File: src/rtl/mc_ctrl.sv
// -----------------------------------------------------------------------------
// mc_ctrl -- multi-cycle processor control unit.
//
// Sequences each instruction through FETCH -> DECODE -> EXEC -> [MEM] -> [WB]
// and drives the datapath strobes combinationally from the current state and
// the decoder/memory inputs. Memory waits are bounded by a wait counter; a
// wait that reaches TIMEOUT cycles raises a sticky error and parks the FSM in
// HALT, which can only be left through rst.
//
// Parameters
//   DWIDTH   width of cycle_cnt / retire_cnt
//   TIMEOUT  maximum wait cycles for imem_ready / dmem_ready
//
// Ports
//   clk, rst                    clock, asynchronous active-high reset
//   jump_type[2:0]              000 NOP, 001 BEQ, 010 JAL, 011 JR, 100 J
//   we_regfile_dec              decoded instruction writes the register file
//   we_dmem_dec                 decoded instruction stores to data memory
//   en_rdata_dec                decoded instruction loads from data memory
//   beq_taken                   rs1 == rs2 compare result
//   imem_ready, dmem_ready      memory completion strobes
//   halt_req                    stop at the next instruction boundary
//   imem_req, dmem_req, dmem_we, ir_we, rf_we, pc_we   datapath strobes
//   pc_sel                      0 = pc+4, 1 = jump/branch target
//   state[2:0]                  current FSM state code
//   halted, err                 halt indication, sticky timeout error
//   cycle_cnt, retire_cnt       non-halted cycles, retired instructions
// -----------------------------------------------------------------------------
module mc_ctrl #(
    parameter int DWIDTH  = 32,
    parameter int TIMEOUT = 16
) (
    input  logic              clk,
    input  logic              rst,
    input  logic [2:0]        jump_type,
    input  logic              we_regfile_dec,
    input  logic              we_dmem_dec,
    input  logic              en_rdata_dec,
    input  logic              beq_taken,
    input  logic              imem_ready,
    input  logic              dmem_ready,
    input  logic              halt_req,
    output logic              imem_req,
    output logic              dmem_req,
    output logic              dmem_we,
    output logic              ir_we,
    output logic              rf_we,
    output logic              pc_we,
    output logic              pc_sel,
    output logic [2:0]        state,
    output logic              halted,
    output logic              err,
    output logic [DWIDTH-1:0] cycle_cnt,
    output logic [DWIDTH-1:0] retire_cnt
);

    typedef enum logic [2:0] {
        S_FETCH  = 3'd0,
        S_DECODE = 3'd1,
        S_EXEC   = 3'd2,
        S_MEM    = 3'd3,
        S_WB     = 3'd4,
        S_HALT   = 3'd5
    } state_t;

    // The counter only ever holds 0..TIMEOUT-1: the wait that would reach
    // TIMEOUT leaves the wait state instead of storing the value.
    localparam int WCW = (TIMEOUT > 1) ? $clog2(TIMEOUT) : 1;
    localparam logic [WCW-1:0] WAIT_LAST = WCW'(TIMEOUT - 1);

    state_t             state_r;
    state_t             next_s;
    logic [WCW-1:0]     wcnt_r;
    logic               err_r;
    logic [DWIDTH-1:0]  cycle_cnt_r;
    logic [DWIDTH-1:0]  retire_cnt_r;

    logic imem_req_s, dmem_req_s, dmem_we_s, ir_we_s, rf_we_s, pc_we_s, pc_sel_s;
    logic timeout_s;
    logic bad_state_s;

    // Next-state and strobe decode for the current state.
    always_comb begin
        next_s      = state_r;
        imem_req_s  = 1'b0;
        dmem_req_s  = 1'b0;
        dmem_we_s   = 1'b0;
        ir_we_s     = 1'b0;
        rf_we_s     = 1'b0;
        pc_we_s     = 1'b0;
        pc_sel_s    = 1'b0;
        timeout_s   = 1'b0;
        bad_state_s = 1'b0;
        case (state_r)
            S_FETCH: begin
                if (halt_req) begin
                    next_s = S_HALT;
                end else begin
                    imem_req_s = 1'b1;
                    // A ready on the last allowed wait cycle still completes.
                    if (imem_ready) begin
                        ir_we_s = 1'b1;
                        next_s  = S_DECODE;
                    end else if (wcnt_r == WAIT_LAST) begin
                        timeout_s = 1'b1;
                        next_s    = S_HALT;
                    end else begin
                        next_s = S_FETCH;
                    end
                end
            end
            S_DECODE: begin
                next_s = S_EXEC;
            end
            S_EXEC: begin
                case (jump_type)
                    3'b001: begin
                        pc_we_s  = 1'b1;
                        pc_sel_s = beq_taken;
                        next_s   = S_FETCH;
                    end
                    3'b010: begin
                        pc_we_s  = 1'b1;
                        pc_sel_s = 1'b1;
                        rf_we_s  = 1'b1;
                        next_s   = S_FETCH;
                    end
                    3'b011, 3'b100: begin
                        pc_we_s  = 1'b1;
                        pc_sel_s = 1'b1;
                        next_s   = S_FETCH;
                    end
                    default: begin
                        // NOP class, including the unused jump codes.
                        if (we_dmem_dec || en_rdata_dec) begin
                            next_s = S_MEM;
                        end else if (we_regfile_dec) begin
                            next_s = S_WB;
                        end else begin
                            pc_we_s = 1'b1;
                            next_s  = S_FETCH;
                        end
                    end
                endcase
            end
            S_MEM: begin
                dmem_req_s = 1'b1;
                dmem_we_s  = we_dmem_dec;
                if (dmem_ready) begin
                    if (en_rdata_dec) begin
                        next_s = S_WB;
                    end else begin
                        pc_we_s = 1'b1;
                        next_s  = S_FETCH;
                    end
                end else if (wcnt_r == WAIT_LAST) begin
                    timeout_s = 1'b1;
                    next_s    = S_HALT;
                end else begin
                    next_s = S_MEM;
                end
            end
            S_WB: begin
                rf_we_s = 1'b1;
                pc_we_s = 1'b1;
                next_s  = S_FETCH;
            end
            S_HALT: begin
                next_s = S_HALT;
            end
            default: begin
                // Codes 6 and 7 are not legal states.
                bad_state_s = 1'b1;
                next_s      = S_HALT;
            end
        endcase
    end

    // State register.
    always_ff @(posedge clk or posedge rst) begin
        if (rst) begin
            state_r <= S_FETCH;
        end else begin
            state_r <= next_s;
        end
    end

    // Wait counter: cleared on any state change, counts unanswered requests.
    always_ff @(posedge clk or posedge rst) begin
        if (rst) begin
            wcnt_r <= '0;
        end else if (next_s != state_r) begin
            wcnt_r <= '0;
        end else if (imem_req_s || dmem_req_s) begin
            wcnt_r <= wcnt_r + WCW'(1);
        end else begin
            wcnt_r <= wcnt_r;
        end
    end

    // Sticky error flag.
    always_ff @(posedge clk or posedge rst) begin
        if (rst) begin
            err_r <= 1'b0;
        end else if (timeout_s || bad_state_s) begin
            err_r <= 1'b1;
        end else begin
            err_r <= err_r;
        end
    end

    // Performance counters; both freeze once the FSM sits in HALT.
    always_ff @(posedge clk or posedge rst) begin
        if (rst) begin
            cycle_cnt_r  <= '0;
            retire_cnt_r <= '0;
        end else begin
            if (state_r != S_HALT) begin
                cycle_cnt_r <= cycle_cnt_r + DWIDTH'(1);
            end else begin
                cycle_cnt_r <= cycle_cnt_r;
            end
            if (pc_we_s) begin
                retire_cnt_r <= retire_cnt_r + DWIDTH'(1);
            end else begin
                retire_cnt_r <= retire_cnt_r;
            end
        end
    end

    // The async reset already forces FETCH, whose decode would raise
    // imem_req; gating with rst keeps every strobe low while reset is held
    // and kills any write strobe of an aborted MEM/WB cycle at once.
    assign imem_req   = imem_req_s & ~rst;
    assign dmem_req   = dmem_req_s & ~rst;
    assign dmem_we    = dmem_we_s  & ~rst;
    assign ir_we      = ir_we_s    & ~rst;
    assign rf_we      = rf_we_s    & ~rst;
    assign pc_we      = pc_we_s    & ~rst;
    assign pc_sel     = pc_sel_s   & ~rst;
    assign state      = state_r;
    assign halted     = (state_r == S_HALT);
    assign err        = err_r;
    assign cycle_cnt  = cycle_cnt_r;
    assign retire_cnt = retire_cnt_r;

endmodule
File: config.mk
export PLATFORM = sky130hd
export DESIGN_NAME = mc_ctrl
export DESIGN_NICKNAME = d
export VERILOG_FILES = /design/src/rtl/mc_ctrl.sv
export SDC_FILE = /design/constraint.sdc
export NUM_CORES = 1
export LEC_CHECK = 0
export CAP_MARGIN = 20
export CORE_ASPECT_RATIO = 1.75
export CORE_MARGIN = 3
export CORE_UTILIZATION = 40
export CTS_CLUSTER_SIZE = 30
export DETAILED_ROUTE_END_ITERATION = 8
export PLACE_DENSITY_LB_ADDON = 0.25
export RECOVER_POWER = 100
export SETUP_SLACK_MARGIN = 0.5
export SYNTH_ARGS = -nofsm -noshare
export SYNTH_HDL_FRONTEND = slang
export SYNTH_SLANG_ARGS = --single-unit
File: constraint.sdc
create_clock -name clk -period 3.6 [get_ports clk]
set_clock_uncertainty 0.15 [all_clocks]
set_input_delay 0.72 -clock clk [delete_from_list [all_inputs] [get_ports clk]]
set_output_delay 0.72 -clock clk [all_outputs]
set_load 0.005 [all_outputs]
; ---- Word-level counts from Yosys, hierarchy flattened
; Index checks and enable logic that the tools add are counted.
[op_classes]
n_addsub = 3
n_eq_ne = 12
muxes = 35
bitwise = 8
n_reduce_logical = 8
[ops]
columns = op, n
row1 = $add 32x1->32 const B, 2
row2 = $mux 3, 9
row3 = $mux 1, 19
row4 = $pmux 3 s5, 1
row5 = $eq 3x2->1 const B, 4
row6 = $eq 3x3->1 const B, 3
row7 = $mux 4, 2
row8 = $and 1x1->1, 7
row9 = $eq 3x1->1 const B, 2
row10 = $pmux 1 s2, 3
row11 = $reduce_or 6->1, 1
row12 = $add 4x1->4 const B, 1
row13 = $eq 4x4->1 const B, 1
row14 = $reduce_or 4->1, 1
row15 = $logic_not 3->1, 1
row16 = $logic_or 1x1->1, 3
row17 = $ne 3x3->1, 1
row18 = $ne 3x3->1 const B, 1
row19 = $pmux 1 s3, 1
row20 = $reduce_or 3->1, 1
row21 = $reduce_bool 2->1, 1
row22 = $not 1->1, 1
[word_totals]
ff_bits = 72
inputBits = 12
out_inout_bits = 76
wordCells = 71

; ---- Longest topological paths before layout
[logic_depth]
depth_word = 7
mapped_depth = 7
ltp_nobuf = 6

; ---- Worst setup path after synthesis
; Ideal clock, no wire load.
[synth_path]
path_kind = input to output
startpoint = in rst
endpoint = out dmem_we
arrival_ps = 2588
t_required_ps = 2730
path_slack_ps = 142
cell_stages = 2
n_path_buf = 0
path_cell_list = inv_1 and3_1
[synth_between]
elab_chain_len = 2
[synth_rtl]
columns = element, line_no
row1 = from (decl), 34  ; input logic rst,
row2 = $not 1->1, 236  ; assign dmem_we = dmem_we_s & ~rst;
row3 = $and 1x1->1, 236
row4 = to (decl), 45  ; output logic dmem_we,
; Every way passes these cells.

; ---- Worst setup path after layout
[layout_path]
startpoint = in we_regfile_dec
endpoint = out pc_we
[layout_between]
elab_chain_len = 5
[layout_rtl]
columns = element, line_no
row1 = from (decl), 36  ; input logic we_regfile_dec,
row2 = $mux 1, 137  ; end else if (we_regfile_dec) begin
row3 = $mux 1, 135  ; if (we_dmem_dec || en_rdata_dec) begin
row4 = $mux 1, 116  ; case (jump_type)
row5 = $pmux 1 s3, 94  ; case (state_r)
row6 = $and 1x1->1, 239  ; assign pc_we = pc_we_s & ~rst;
row7 = to (decl), 48  ; output logic pc_we,
; Every way passes these cells.

==> impl_metrics.json <==
{
  "status": "completed",
  "clk_pin_slew_ps": 60,
  "async_reset_ff_share_pct": 100,
  "rr_startpoint": "state[2]",
  "synth_top_family_by_area": "simple AND/OR/NAND/NOR gates",
  "dp_hpwl_um": 6410,
  "power_density_nw_per_um2": 377,
  "synth_compound_area_share_pct": 4.76,
  "cts_buffer_depth": 2,
  "synth_fa_ha_area_share_pct": 1.06,
  "dp_cells": 543,
  "dieArea_sq_um": 10100,
  "vias_per_cell": 5.26,
  "synth.area.mux_share_pct": 0.916,
  "die_h_um": 131,
  "cts_buffers": 9,
  "drive_gt1_share_pct": 5.17,
  "gp_congestion": 0.848,
  "fin_setup_tns_ps": 0,
  "n_antenna_cell": 0,
  "drt_wl_total_um": 8740,
  "crit_arrival_ps": 2360,
  "grt_max_degree": 45,
  "synth_edf_count": 0,
  "drt-initial-drc-count": 79,
  "synth-xor-area-share_pct": 16.0,
  "ios": 88,
  "rsz0062_at_grt": "yes",
  "highest_layer": "met4",
  "met3_length_um": 435,
  "grt_pass1_wl_um": 14700,
  "fin_util_pct": 56.7,
  "maxCapViolations": 0,
  "netlist_area_sq_um": 3550,
  "drc": 0,
  "min_to": "retire_cnt[31]",
  "syn-num-nets": 357,
  "min_from": "retire_cnt[31]",
  "period_needed_ps": 3230,
  "total_power_mw": 1.81,
  "yosys_register_bits": 72,
  "tightest_slew_ps": 1460,
  "layout_commonest_cell": "dfrtp_1",
  "fill_cells": 778,
  "met1_length_um": 3520,
  "r2r_slack_ps": 860,
  "fin_nets": 455,
  "num_rows": 44,
  "cts_tree": "yes",
  "root_buffer": "clkbuf_16",
  "worstHoldPathType": "reg -> reg",
  "vdd_drop_max_uv": 241,
  "fin_crit_sh_pct": 89.6,
  "met2_wirelength_um": 4460,
  "p_leak_nw": 2.38,
  "min_path_cells": 1,
  "ys_types": 42,
  "setup_viol": 0,
  "required_ps": 2730,
  "slew_viol_final": 0,
  "first_global_vias": 3027,
  "syn_area_per_cell_sq_um": 10.4,
  "syn_inst": 342,
  "yosys_most_used_dff": "dfrtp_1",
  "portBuffers": 87,
  "synth-simple-area-share_pct": 24.6,
  "antenna_left": 0,
  "worst_setup_path_end_kind": "output port",
  "cp_max_fo": 2,
  "overflow": 0,
  "hold_viol": 0,
  "coreArea_sq_um": 8480,
  "area_growth_pct": 35.4,
  "yosysSeqAreaShare_pct": 50.7,
  "instances_no_fill": 560,
  "cts_htree_levels": 3,
  "via_count": 2943,
  "slew_headroom_pct": 2.38,
  "wire_per_inst_um": 15.6,
  "worst-setup-path-type": "in -> out",
  "start_util_pct": 41.9,
  "track_usage_pct": 18.5,
  "firstDrtPassIters": 4,
  "worst_setup_path_start_kind": "input port",
  "r2r_cells": 6,
  "clock_latency_ps": 330,
  "clock-sinks": 72,
  "yosys_warnings": 0,
  "die_x_um": 77.2,
  "r2r-end": "retire_cnt[21]",
  "mostFrequentLayoutCells": "dfrtp_1 (72), dlygate4sd3_1 (71), nand2_1 (40)",
  "max_clock_freq_mhz": 310,
  "antenna_found_initial": 0
}
[how the worst max path moves through the flow]
| stage | endpoint | slack (ps) | from |
|---|---|---|---|
| final | pc_we | 370 | we_regfile_dec |
| after global routing | pc_we | 240 | we_regfile_dec |
| after CTS | pc_we | 410 | jump_type[2] |
| after detailed placement | pc_we | 260 | jump_type[2] |
| after global placement | pc_we | 290 | jump_type[2] |
| after floorplan | dmem_we | 530 | rst |
[state kept, by name (all words and copies together) (netlist names)]
signal / count
cycle_cnt: 32
retire_cnt: 32
wcnt_r: 4
state: 3
err: 1
[worst max-delay path, stage by stage]
cell	delay (ps)
clkdlybuf4s50_1	430
o32ai_1	430
a21oi_2	100
nor2_1	100
dlygate4sd3_1	580
[repair_timing]
action | in CTS | in global routing
resized for setup | 6 | 11
hold buffers | 0 | 0
pin swaps | 2 | 2
setup buffers | 1 | 0
setup endpoints to repair | 3 | 5
[cell type report]
cell class              instances  area (sq um)  area share, %
inverters                      10          38.8          0.807
multi-input cells             255          1620           33.6
flip-flops and latches         72          1800           37.5
repair buffers                 92           886           18.4
clock buffers                  11           243           5.05
well taps                     115           144           2.99
clock inverters                 5          80.1           1.67
[cells by family (layout without fill, tap and decap cells)]
logic type,Yosys count,count (layout)
mux,3,3
flops,72,72
fa+ha+maj,3,3
simple gates,165,165
xor+xnor,65,65
compound gates,19,19
buf+inv,15,118
[per-layer routing]
layer / GRT usage (%) / up-vias
met5: 0 / -
met4: 10.3 / 0
met3: 4.73 / 33
met2: 31.9 / 103
met1: 21.0 / 1425
li1: - / 1382
[cells in the mapped netlist, types with 5 or more instances]
cell     number  area share [%]
and2_1        6             1.1
and3_1        9             1.6
dfrtp_1      72              51
inv_1        10             1.1
nand2_1      40             4.2
nand3_1      12             1.7
nand4_1      18             3.2
nor2_1       33             3.5
nor3_1       19             2.7
nor4_1        7             1.2
o21ai_0       5            0.70
xnor2_1      26             6.4
xor2_1       39             9.6
[power breakdown]
part           internal, mW  leakage [nW]  switching (mW)
sequential            0.812         0.981         0.00204
clock                 0.624         0.152           0.334
combinational        0.0150          1.25          0.0278
[stage by stage]
stage	instance area (sq um)	worst slack [ps]	hold WS, ps
detailed placement	4570	260	307
global route	4810	243	341
finish	4810	373	305
global placement	4570	295	307
floorplan	3560	527	315
CTS	4910	407	319
Power figures use the tool's default switching activity.
